<file path="config.mk">
export PLATFORM = sky130hd
export DESIGN_NAME = mem_port_arbiter
export DESIGN_NICKNAME = d
export VERILOG_FILES = /design/src/rtl/mem_arb_pkg.sv /design/src/rtl/mem_arb_age_ctr.sv /design/src/rtl/mem_port_arbiter.sv
export SDC_FILE = /design/constraint.sdc
export NUM_CORES = 1
export LEC_CHECK = 0
export BUFFER_PORTS_ARGS = -buffer_cell sky130_fd_sc_hd__clkbuf_2
export CAP_MARGIN = 20
export CORE_AREA = 5 5 114 116
export CTS_CLUSTER_SIZE = 14
export DETAILED_ROUTE_END_ITERATION = 16
export DIE_AREA = 0 0 119 121
export GPL_ROUTABILITY_DRIVEN = 0
export PLACE_DENSITY = 0.72
export SKIP_LAST_GASP = 1
export SYNTH_ARGS = -nofsm -noshare
export SYNTH_HDL_FRONTEND = slang
export SYNTH_SLANG_ARGS = --single-unit
</file>
<file path="constraint.sdc">
create_clock -name clk -period 1.7 [get_ports clk]
set_input_delay 0.085 -clock clk [delete_from_list [all_inputs] [get_ports clk]]
set_output_delay 0.085 -clock clk [all_outputs]
set_load 0.02 [all_outputs]
</file>
<file path="src/rtl/mem_arb_pkg.sv">
// Purpose: shared types and defaults for the unified-memory port arbiter.
// Latency: n/a (types and constants only).
// Backpressure: n/a.
package mem_arb_pkg;

  // Which requester owns the read data returning from Memory next cycle.
  typedef enum logic [1:0] {
    OWN_NONE = 2'b00,
    OWN_A    = 2'b01,
    OWN_B    = 2'b10
  } owner_e;

  // Consecutive denials the low-priority port tolerates before it is forced through.
  localparam int unsigned MAX_WAIT_DEF = 4;

  // Width of a counter that must represent 0..max_val inclusive.
  function automatic int unsigned cnt_width(input int unsigned max_val);
    return (max_val < 1) ? 1 : $clog2(max_val + 1);
  endfunction

endpackage : mem_arb_pkg

</file>
<file path="src/rtl/mem_arb_age_ctr.sv">
// Purpose: saturating count of consecutive cycles port B was denied; flags when B must win.
// Latency: age_hit is a registered state, visible the cycle after the denial that reaches MAX_WAIT.
// Backpressure: none; it only observes b_req/b_gnt and never stalls anything.
module mem_arb_age_ctr
  import mem_arb_pkg::*;
#(
  parameter int unsigned MAX_WAIT = MAX_WAIT_DEF
) (
  input  logic clk,
  input  logic rst,
  input  logic b_req,
  input  logic b_gnt,
  output logic age_hit
);

  localparam int unsigned       CW      = cnt_width(MAX_WAIT);
  localparam logic [CW-1:0]     MAX_CNT = CW'(MAX_WAIT);

  logic [CW-1:0] wait_cnt_q;
  logic [CW-1:0] wait_cnt_d;

  // Count denials while B keeps asking; any grant or withdrawal restarts the streak.
  always_comb begin
    wait_cnt_d = '0;
    if (b_req && !b_gnt) begin
      wait_cnt_d = (wait_cnt_q == MAX_CNT) ? MAX_CNT : wait_cnt_q + 1'b1;
    end
  end

  // Streak register, cleared by synchronous reset.
  always_ff @(posedge clk) begin
    if (rst) begin
      wait_cnt_q <= '0;
    end else begin
      wait_cnt_q <= wait_cnt_d;
    end
  end

  assign age_hit = (wait_cnt_q == MAX_CNT);

  // The counter can never run past its ceiling.
  a_cnt_range : assert property (@(posedge clk) disable iff (rst) wait_cnt_q <= MAX_CNT);

endmodule : mem_arb_age_ctr

</file>
<file path="src/rtl/mem_port_arbiter.sv">
// Purpose: shares one single-port memory between CPU (A, priority) and DMA/debug (B, aged).
// Latency: grant and memory drive are combinational; read data returns one cycle after grant.
// Backpressure: a requester holds req until its gnt; B is forced through after MAX_WAIT denials.
module mem_port_arbiter
  import mem_arb_pkg::*;
#(
  parameter int unsigned AW       = 32,
  parameter int unsigned DW       = 32,
  parameter int unsigned MAX_WAIT = MAX_WAIT_DEF
) (
  input  logic          clk,
  input  logic          rst,
  // Port A: CPU
  input  logic          a_req,
  input  logic          a_we,
  input  logic [AW-1:0] a_adr,
  input  logic [DW-1:0] a_wd,
  output logic          a_gnt,
  output logic          a_rvalid,
  output logic [DW-1:0] a_rd,
  // Port B: DMA / debug loader
  input  logic          b_req,
  input  logic          b_we,
  input  logic [AW-1:0] b_adr,
  input  logic [DW-1:0] b_wd,
  output logic          b_gnt,
  output logic          b_rvalid,
  output logic [DW-1:0] b_rd,
  // Memory side
  output logic [AW-1:0] mem_adr,
  output logic          mem_we,
  output logic [DW-1:0] mem_wd,
  input  logic [DW-1:0] mem_rd
);

  logic   age_hit;
  owner_e rd_owner_q;
  owner_e rd_owner_d;
  logic [DW-1:0] hold_a_q;
  logic [DW-1:0] hold_b_q;

  // Starvation guard for the low-priority port.
  mem_arb_age_ctr #(
    .MAX_WAIT (MAX_WAIT)
  ) u_age (
    .clk     (clk),
    .rst     (rst),
    .b_req   (b_req),
    .b_gnt   (b_gnt),
    .age_hit (age_hit)
  );

  // A wins by default; B wins when A is idle or B has waited long enough.
  assign b_gnt = b_req & (~a_req | age_hit);
  assign a_gnt = a_req & ~b_gnt;

  // Drive Memory from the granted port; park on a harmless read of address 0 otherwise.
  always_comb begin
    mem_adr = '0;
    mem_we  = 1'b0;
    mem_wd  = '0;
    if (a_gnt) begin
      mem_adr = a_adr;
      mem_we  = a_we;
      mem_wd  = a_wd;
    end else if (b_gnt) begin
      mem_adr = b_adr;
      mem_we  = b_we;
      mem_wd  = b_wd;
    end
  end

  // Tag the read issued this cycle so next cycle's Memory output goes to the right port.
  always_comb begin
    rd_owner_d = OWN_NONE;
    if (a_gnt && !a_we) begin
      rd_owner_d = OWN_A;
    end else if (b_gnt && !b_we) begin
      rd_owner_d = OWN_B;
    end
  end

  // Owner tag and per-port held copies of the last delivered read.
  always_ff @(posedge clk) begin
    if (rst) begin
      rd_owner_q <= OWN_NONE;
      hold_a_q   <= '0;
      hold_b_q   <= '0;
    end else begin
      rd_owner_q <= rd_owner_d;
      if (rd_owner_q == OWN_A) begin
        hold_a_q <= mem_rd;
      end
      if (rd_owner_q == OWN_B) begin
        hold_b_q <= mem_rd;
      end
    end
  end

  // A reset arriving while read data is in flight drops that data at the port boundary too,
  // so the requester never sees a pulse for an access the reset has cancelled.
  assign a_rvalid = (rd_owner_q == OWN_A) & ~rst;
  assign b_rvalid = (rd_owner_q == OWN_B) & ~rst;

  assign a_rd = a_rvalid ? mem_rd : (rst ? '0 : hold_a_q);
  assign b_rd = b_rvalid ? mem_rd : (rst ? '0 : hold_b_q);

  // Single-port memory: never two accesses, never two read returns in one cycle.
  a_one_gnt    : assert property (@(posedge clk) !(a_gnt && b_gnt));
  a_one_rvalid : assert property (@(posedge clk) !(a_rvalid && b_rvalid));

endmodule : mem_port_arbiter
</file>
-- Word level (Yosys, flattened, before mapping)
Cells that the tools add are included.
- flip-flop bits (word level): 69
- bits of input ports: 166
- reductions and logical operators: 9
- multiplexer cells: 13
- bitwise gates (word level): 9
- eq/ne operators: 3
- add/sub/neg operators: 1
- operators by type and width (operator ; number):
    $mux 32 ; 8
    $and 1x1->1 ; 4
    $not 1->1 ; 4
    $reduce_or 2->1 ; 2
    $add 3x1->3 const B ; 1
    $eq 3x3->1 const B ; 1
    $logic_and 1x1->1 ; 3
    $logic_not 1->1 ; 3
    $mux 1 ; 3
    $mux 3 ; 1
    $reduce_or 3->1 ; 1
    $eq 2x1->1 const B ; 1
    $eq 2x2->1 const B ; 1
    $mux 2 ; 1
    $or 1x1->1 ; 1

-- Longest topological paths before layout
Gate-level depths: netlist of run 1.
- depth in word-level cells: 7
- gate-level depth with buffers: 7

-- Modules after synthesis
From an unflattened synthesis of run 1, not the netlist that was laid out.
- cell total of the unflattened synthesis: 427
- area, all modules: 4386.7 µm²
- modules (own cells, without submodules) (module ; area an instance (µm²) ; instances ; cells an instance):
    mem_port_arbiter ; 4236.6 ; 1 ; 413
    mem_arb_age_ctr ; 150.1 ; 1 ; 14

-- Worst setup path before layout of run 1
Ideal clock, no wire load.
- path kind: flip-flop to output port
- start point: reg u_age.wait_cnt_q[0]
- end point: out mem_adr[0]
- arrival time: 1.397 ns
- path buffers: 2
- cell stages (with the launch flop): 7
- path slack: 0.218 ns
- cells stage by stage: dfxtp_1 inv_1 ha_1 a31oi_2 buf_2 buf_4 a22o_1
- word-level cells in the longest chain between the ends: 6
- RTL lines (what ; RTL line ; text):
    from (decl) ; mem_arb_age_ctr.sv:19 ; logic [CW-1:0] wait_cnt_q;
    from (signal assigned) ; mem_arb_age_ctr.sv:35 ; wait_cnt_q <= wait_cnt_d;
    $eq 3x3->1 (*) ; mem_arb_age_ctr.sv:39 ; assign age_hit = (wait_cnt_q == MAX_CNT);
    $or 1x1->1 (*) ; mem_port_arbiter.sv:54 ; assign b_gnt = b_req & (~a_req | age_hit);
    $and 1x1->1 (*) ; mem_port_arbiter.sv:54 ;
    $not 1->1 ; mem_port_arbiter.sv:55 ; assign a_gnt = a_req & ~b_gnt;
    $and 1x1->1 ; mem_port_arbiter.sv:55 ;
    $mux 32 (*) ; mem_port_arbiter.sv:62 ; if (a_gnt) begin
    to (decl) ; mem_port_arbiter.sv:30 ; output logic [AW-1:0] mem_adr,
Mark *: on every way between the ends. The rest lies on a longest branch, timed or not.

-- Worst setup path in the final report of run 1
- start point: reg u_age.wait_cnt_q[0]
- end point: out mem_adr[19]
Same word-level chain as after synthesis.

==> results of run 1 <==
==> cell usage after synthesis <==
library cell | count | share of area (%)
dfxtp_1 | 69 | 40
nand2b_1 | 2 | 0.36
buf_4 | 7 | 1.5
nor2b_1 | 2 | 0.36
inv_2 | 1 | 0.11
nor2_1 | 4 | 0.43
nor3b_2 | 1 | 0.36
a21boi_2 | 1 | 0.33
a21oi_1 | 128 | 19
buf_1 | 5 | 0.54
a22o_1 | 65 | 16
nor3b_1 | 3 | 0.65
ha_1 | 2 | 0.73
clkbuf_1 | 14 | 1.5
nand3b_1 | 1 | 0.22
inv_1 | 3 | 0.33
mux2i_1 | 1 | 0.29
buf_2 | 19 | 2.8
a31oi_2 | 1 | 0.36
nand2_1 | 129 | 14
==> timing repair <==
action / CTS / global route
hold buffers: 2 / 0
setup buffers: 7 / 9
resized for setup: 117 / 218
endpoints found under the hold margin: 2 / 0
setup endpoints to repair: 93 / 121
gates cloned: 8 / 2
pin swaps: 20 / 49
==> cell type report <==
| cell class | count | area (um2) | share of cell area (%) |
|---|---|---|---|
| timing repair buffer | 337 | 2650 | 39.3 |
| sequential | 69 | 1390 | 20.6 |
| clock inverter | 4 | 47.5 | 0.704 |
| clock buffer | 12 | 246 | 3.65 |
| inverter | 4 | 15.0 | 0.222 |
| multi-input combinational | 340 | 2220 | 32.8 |
| tap | 147 | 184 | 2.72 |
==> worst min-delay path: stages <==
cell      delay [ns]
clkbuf_2        0.09
nand2_2         0.06
a21oi_1         0.05
==> power by group through the flow <==
stage | Clock, mW | Sequential [mW] | Combinational (mW)
after detailed placement | 0 | 1.71 | 0.987
after global routing | 1.96 | 1.68 | 1.41
after CTS | 1.88 | 1.67 | 1.20
after global placement | 0 | 1.71 | 0.984
after floorplan | 0 | 1.70 | 0.534
final | 1.84 | 1.67 | 1.34
==> cells by family after synthesis <==
kind of cell	synth area share, %
adders and majority gates	0.725
muxes	0.290
DFF	40.0
and+or+nand+nor	16.4
AOI/OAI and AO/OA	35.8
buffers and inverters	6.78
==> path summary, 6_finish.rpt <==
kind / from / end / cells past startpoint
worst min-delay path: mem_rd[31] / hold_a_q[31] / 3
worst max register to register: u_age.wait_cnt_q[0] / rd_owner_q[1] / 7
worst min register to register: hold_a_q[2] / hold_a_q[2] / 2
worst max-delay path: u_age.wait_cnt_q[0] / mem_adr[19] / 8
==> placed cells by master (no fill, tap or decap), types with 2 or more instances in the layout <==
cell type / n
clkbuf_2: 190
nand2_1: 109
a21oi_1: 92
dfxtp_1: 65
a22o_1: 58
buf_4: 40
clkbuf_8: 37
a21oi_2: 36
buf_6: 28
buf_2: 16
nand2_4: 15
clkbuf_16: 11
buf_12: 10
a22o_4: 7
buf_16: 6
nand2_2: 5
nor2_1: 4
clkbuf_4: 4
inv_2: 3
nor3b_1: 3
buf_8: 3
nand2b_4: 2
nor2b_4: 2
clkbuf_1: 2
clkinv_2: 2
dlygate4sd3_1: 2
dfxtp_4: 2
dfxtp_2: 2
==> stage by stage <==
step                      setup TNS (ns)  total power [mW]  util (%)  hold slack [ns]
after floorplan                        0              2.24         -            0.156
after CTS                         -10.42              4.76      52.5          0.00620
after detailed placement               0              2.69      43.4            0.278
after global placement                 0              2.69      43.4            0.277
after global routing              -17.59              5.04      57.2           0.0269
final                             -10.46              4.86      57.2           0.0194
==> state kept, by name (all words and copies together), names as in the netlist <==
signal	flops
hold_a_q	32
rd_owner_q	2
u_age.wait_cnt_q	3
hold_b_q	32
==> routing by layer <==
metal	wire, um	vias up
li1	-	2232
met1	7240	2215
met2	8880	240
met3	1720	19
met4	201	2
met5	13	-
==> flow_metrics.env, run 1 <==
export IMPL_swShare_pct=28.5
export IMPL_via_per_inst=5.16
export IMPL_start_util_pct=29.2
export IMPL_min_path_type="input pin to flop"
export IMPL_internal_power_mw=3.47
export IMPL_synth_area_um2=3450
export IMPL_ys_ff_latch=69
export IMPL_maxSlewViolCount=0
export IMPL_grt_pass1_vias=4476
export IMPL_critPathSlowestCell="dfxtp_2"
export IMPL_crit_buf_inv=4
export IMPL_dp_cells=871
export IMPL_arrival_ns=1.82
export IMPL_drc=0
export IMPL_grt_busiest_layer="met2"
export IMPL_setup_violations=86
export IMPL_drv_cap=0
export IMPL_die_w_um=119
export IMPL_nets=929
export IMPL_cp_cell_sequence="inv_2, ha_4, nand2_4, a21boi_4, buf_12, buf_12, a22o_1, clkbuf_8"
export IMPL_setup_slack_ns=-0.204
export IMPL_path_max_fanout=6
export IMPL_core_um2=11800
export IMPL_pre_cts_slack_ns=0.00422
export IMPL_p_switching_mw=1.38
export IMPL_globalRouteMet3Util_pct=7.37
export IMPL_clkLatencyLatePin_ns=0.32
export IMPL_placed_area_um2=5130
export IMPL_drive_gt1_share_pct=55.7
export IMPL_dieArea_um2=14400
export IMPL_routedWlPerCell_um=19.8
export IMPL_ys_warn_count=0
export IMPL_clkPwrFrac_pct=38.0
export IMPL_dr_pass1_iters=5
export IMPL_violations="negative setup slack"
export IMPL_power_frac_seq_pct=34.4
export IMPL_drt_iter0_drc=418
export IMPL_cp_required_ns=1.62
export IMPL_hpwlAfterDp_um=11700
export IMPL_syn_nets=626
export IMPL_dr_total_vias=4708
export IMPL_syn_avg_cell_area_um2=7.53
export IMPL_grt_pass1_wl_um=24900
export IMPL_grt_util_met2_pct=37.8
export IMPL_ios=299
export IMPL_track_usage_pct=22.4
export IMPL_synth_distinct_cells=20
export IMPL_rsz0062_at_grt="yes"
export IMPL_p_per_area_nw_per_um2=719
export IMPL_io_buffers=298
export IMPL_cts_tree="done"
export IMPL_drt_total_wl_um=18100
export IMPL_ant_nets=0
export IMPL_power_leakage_nw=3.21
export IMPL_cpLargestDelayFamily="buffers and inverters"
export IMPL_stdcell_count=913
export IMPL_slew_limit_headroom_pct=65.9
export IMPL_max_freq_mhz=525
export IMPL_grt_max_degree=49
export IMPL_use_met1_pct=27.8
export IMPL_rrSetupSlack_ns=0.36
export IMPL_cts_sinks=69
export IMPL_grt_ovfl_total=0
export IMPL_cp_common_cell="buf_12"
export IMPL_finClkSkew_ns=0.00275
export IMPL_slowest_delay_ns=0.32
export IMPL_rows=40
export IMPL_area_growth_pct=95.7
export IMPL_stdcell_area_um2=6750
export IMPL_die_h_um=121
export IMPL_hold_violations=0
export IMPL_cts_root_buf="clkbuf_16"
export IMPL_numCtsBuffers=9
export IMPL_synthCells=458
export IMPL_clkTransAtPathRegs_ns=0.06
export IMPL_yosysSeqAreaShare_pct=40.0
export IMPL_critPathCaptureType="output pin"
export IMPL_power_frac_comb_pct=27.6
export IMPL_period_share_pct=112
export IMPL_crit_path_start_kind="flop"
export IMPL_peakVddDrop_v=0.000640
export IMPL_min_period_ns=1.90
export IMPL_clockBufferDepth=2
export IMPL_n_antenna_cell=0
export IMPL_critical_path_class="flop to output pin"
export IMPL_htree_num_levels=3
export IMPL_antenna_found_initial=1
export IMPL_tightest_slew_ns=0.512
export IMPL_status="complete, but fails checks"
export IMPL_num_fill_cells=1000
Note: power is estimated with default switching activity, not from simulation.
==> run 2, diff against run 1 <==
Settings changed: BUFFER_PORTS_ARGS -buffer_cell sky130_fd_sc_hd__clkbuf_2 to not set, DONT_BUFFER_PORTS set to 1, PLACE_DENSITY 0.72 to 0.5.
==> flow_metrics.env, run 2 (same netlist as run 1, synthesis figures left out) <==
export IMPL_reg_top3="hold_a_q x32, hold_b_q x32, u_age.wait_cnt_q x3"
export IMPL_area_growth_pct=103
export IMPL_drt_total_wl_um=17800
export IMPL_final_cell_mix="79 x nand2_1, 74 x a21oi_1, 65 x a22o_4, 65 x dfxtp_1, 54 x buf_6"
export IMPL_grt_max_degree=68
export IMPL_htree_num_levels=3
export IMPL_cts_tree="done"
export IMPL_crit_path_start_kind="flop"
export IMPL_setup_violations=84
export IMPL_ios=299
export IMPL_numCtsBuffers=9
export IMPL_path_max_fanout=8
export IMPL_nets=754
export IMPL_io_buffers=0
export IMPL_hpwlAfterDp_um=10100
export IMPL_period_share_pct=106
export IMPL_min_path_type="input pin to flop"
export IMPL_finClkSkew_ns=0.00427
export IMPL_rows=40
export IMPL_grt_pass1_wl_um=22100
export IMPL_wl_met2_um=9110
export IMPL_dieArea_um2=14400
export IMPL_rsz0062_at_grt="yes"
export IMPL_whs_path_depth=2
export IMPL_r2r_start="u_age.wait_cnt_q[0]"
export IMPL_met3_length_um=1730
export IMPL_setup_tns_ns=-4.13
export IMPL_ff2ff_path_depth=6
export IMPL_p_per_area_nw_per_um2=675
export IMPL_grt_ovfl_total=0
export IMPL_hold_end="hold_b_q[28]"
export IMPL_drive_gt1_share_pct=55.1
export IMPL_violations="negative setup slack"
export IMPL_clkTransAtPathRegs_ns=0.06
export IMPL_grt_pass1_vias=3651
export IMPL_hold_violations=0
export IMPL_pre_cts_slack_ns=0.0184
export IMPL_slew_limit_headroom_pct=79.2
export IMPL_clockBufferDepth=2
export IMPL_status="complete, but fails checks"
export IMPL_ant_nets=0
export IMPL_tightest_slew_ns=0.312
export IMPL_die_w_um=119
export IMPL_critPathCaptureType="output pin"
export IMPL_antenna_found_initial=0
export IMPL_die_h_um=121
export IMPL_setup_slack_ns=-0.104
export IMPL_hold_ws_ns=0.102
export IMPL_min_period_ns=1.80
export IMPL_final_common_cell="nand2_1"
export IMPL_rrSetupSlack_ns=0.28
export IMPL_maxSlewViolCount=0
export IMPL_arrival_ns=1.72
export IMPL_critical_path_class="flop to output pin"
export IMPL_drt_iter0_drc=212
export IMPL_stdcell_count=737
export IMPL_track_usage_pct=19.8
export IMPL_cts_root_buf="clkbuf_16"
export IMPL_cts_sinks=69
export IMPL_power_leakage_nw=2.91
export IMPL_routedWlPerCell_um=24.1
export IMPL_n_antenna_cell=0
export IMPL_start_util_pct=29.2
export IMPL_hp_start="rst"
export IMPL_dp_cells=637
export IMPL_via_per_inst=5.61
export IMPL_drc=0
export IMPL_routed_top_layer="met4"
export IMPL_wl_met1_um=6610
export IMPL_dr_pass1_iters=4
export IMPL_clkLatencyLatePin_ns=0.33
export IMPL_peakVddDrop_v=0.000562
export IMPL_dr_total_vias=4133
export IMPL_max_freq_mhz=554
export IMPL_core_um2=11800
export IMPL_num_fill_cells=944
export IMPL_r2r_end="rd_owner_q[0]"
export IMPL_drv_cap=0
export IMPL_cp_required_ns=1.62
## run 2: layout make-up
cell class | instances | area [um2] | share of cell area (%)
clock inverters | 6 | 63.8 | 0.912
well taps | 147 | 184 | 2.63
repair buffers | 162 | 1980 | 28.3
clock buffers | 9 | 225 | 3.22
inverters | 4 | 15.0 | 0.215
flip-flops and latches | 69 | 1390 | 19.9
multi-input cells | 340 | 3140 | 44.9
## run 2: power breakdown
group          total, mW  internal [mW]  switching, mW
clock network       1.82           1.13          0.698
logic               1.23          0.584          0.646
registers           1.67           1.66         0.0137
total               4.73           3.37           1.36
## run 2: per-stage QoR
stage               util [%]  area [um2]  power (mW)
floorplan                  -        3450        2.24
global placement        34.8        4120        2.35
detailed placement      34.8        4120        2.36
CTS                     47.6        5620        4.53
global route            59.3        7000        4.89
finish                  59.3        7000        4.73
## run 2: worst max-delay path by stage
stage                     slack (ns)           startpoint          end
final                          -0.10        rd_owner_q[1]     b_rd[14]
after global routing           -0.16  u_age.wait_cnt_q[1]   mem_adr[6]
after floorplan                 0.22  u_age.wait_cnt_q[0]   mem_adr[0]
after CTS                      -0.09  u_age.wait_cnt_q[1]   mem_wd[30]
after global placement          0.09  u_age.wait_cnt_q[0]  mem_adr[18]
after detailed placement        0.02  u_age.wait_cnt_q[0]  mem_adr[18]
## run 2: timing repair
item / 4_1_cts / 5_1_grt
gates resized for setup: 119 / 241
setup endpoints to repair: 106 / 125
cloned: 6 / 13
hold buffers: 37 / 0
pin swaps: 28 / 95
hold endpoints to repair: 69 / 0
setup buffers: 10 / 23
## run 2: per-layer routing
layer	global-route usage [%]	vias to the layer above
met5	0	-
met4	5.43	0
met3	9.42	34
li1	-	1888
met1	22.5	2006
met2	33.2	205
## run 2: worst max-delay path, cell delays in order (launching register included)
cell     delay (ns)
dfxtp_4        0.38
nor2b_4        0.27
buf_4          0.17
buf_12         0.15
nand2_2        0.08
a21oi_2        0.17
buf_4          0.16
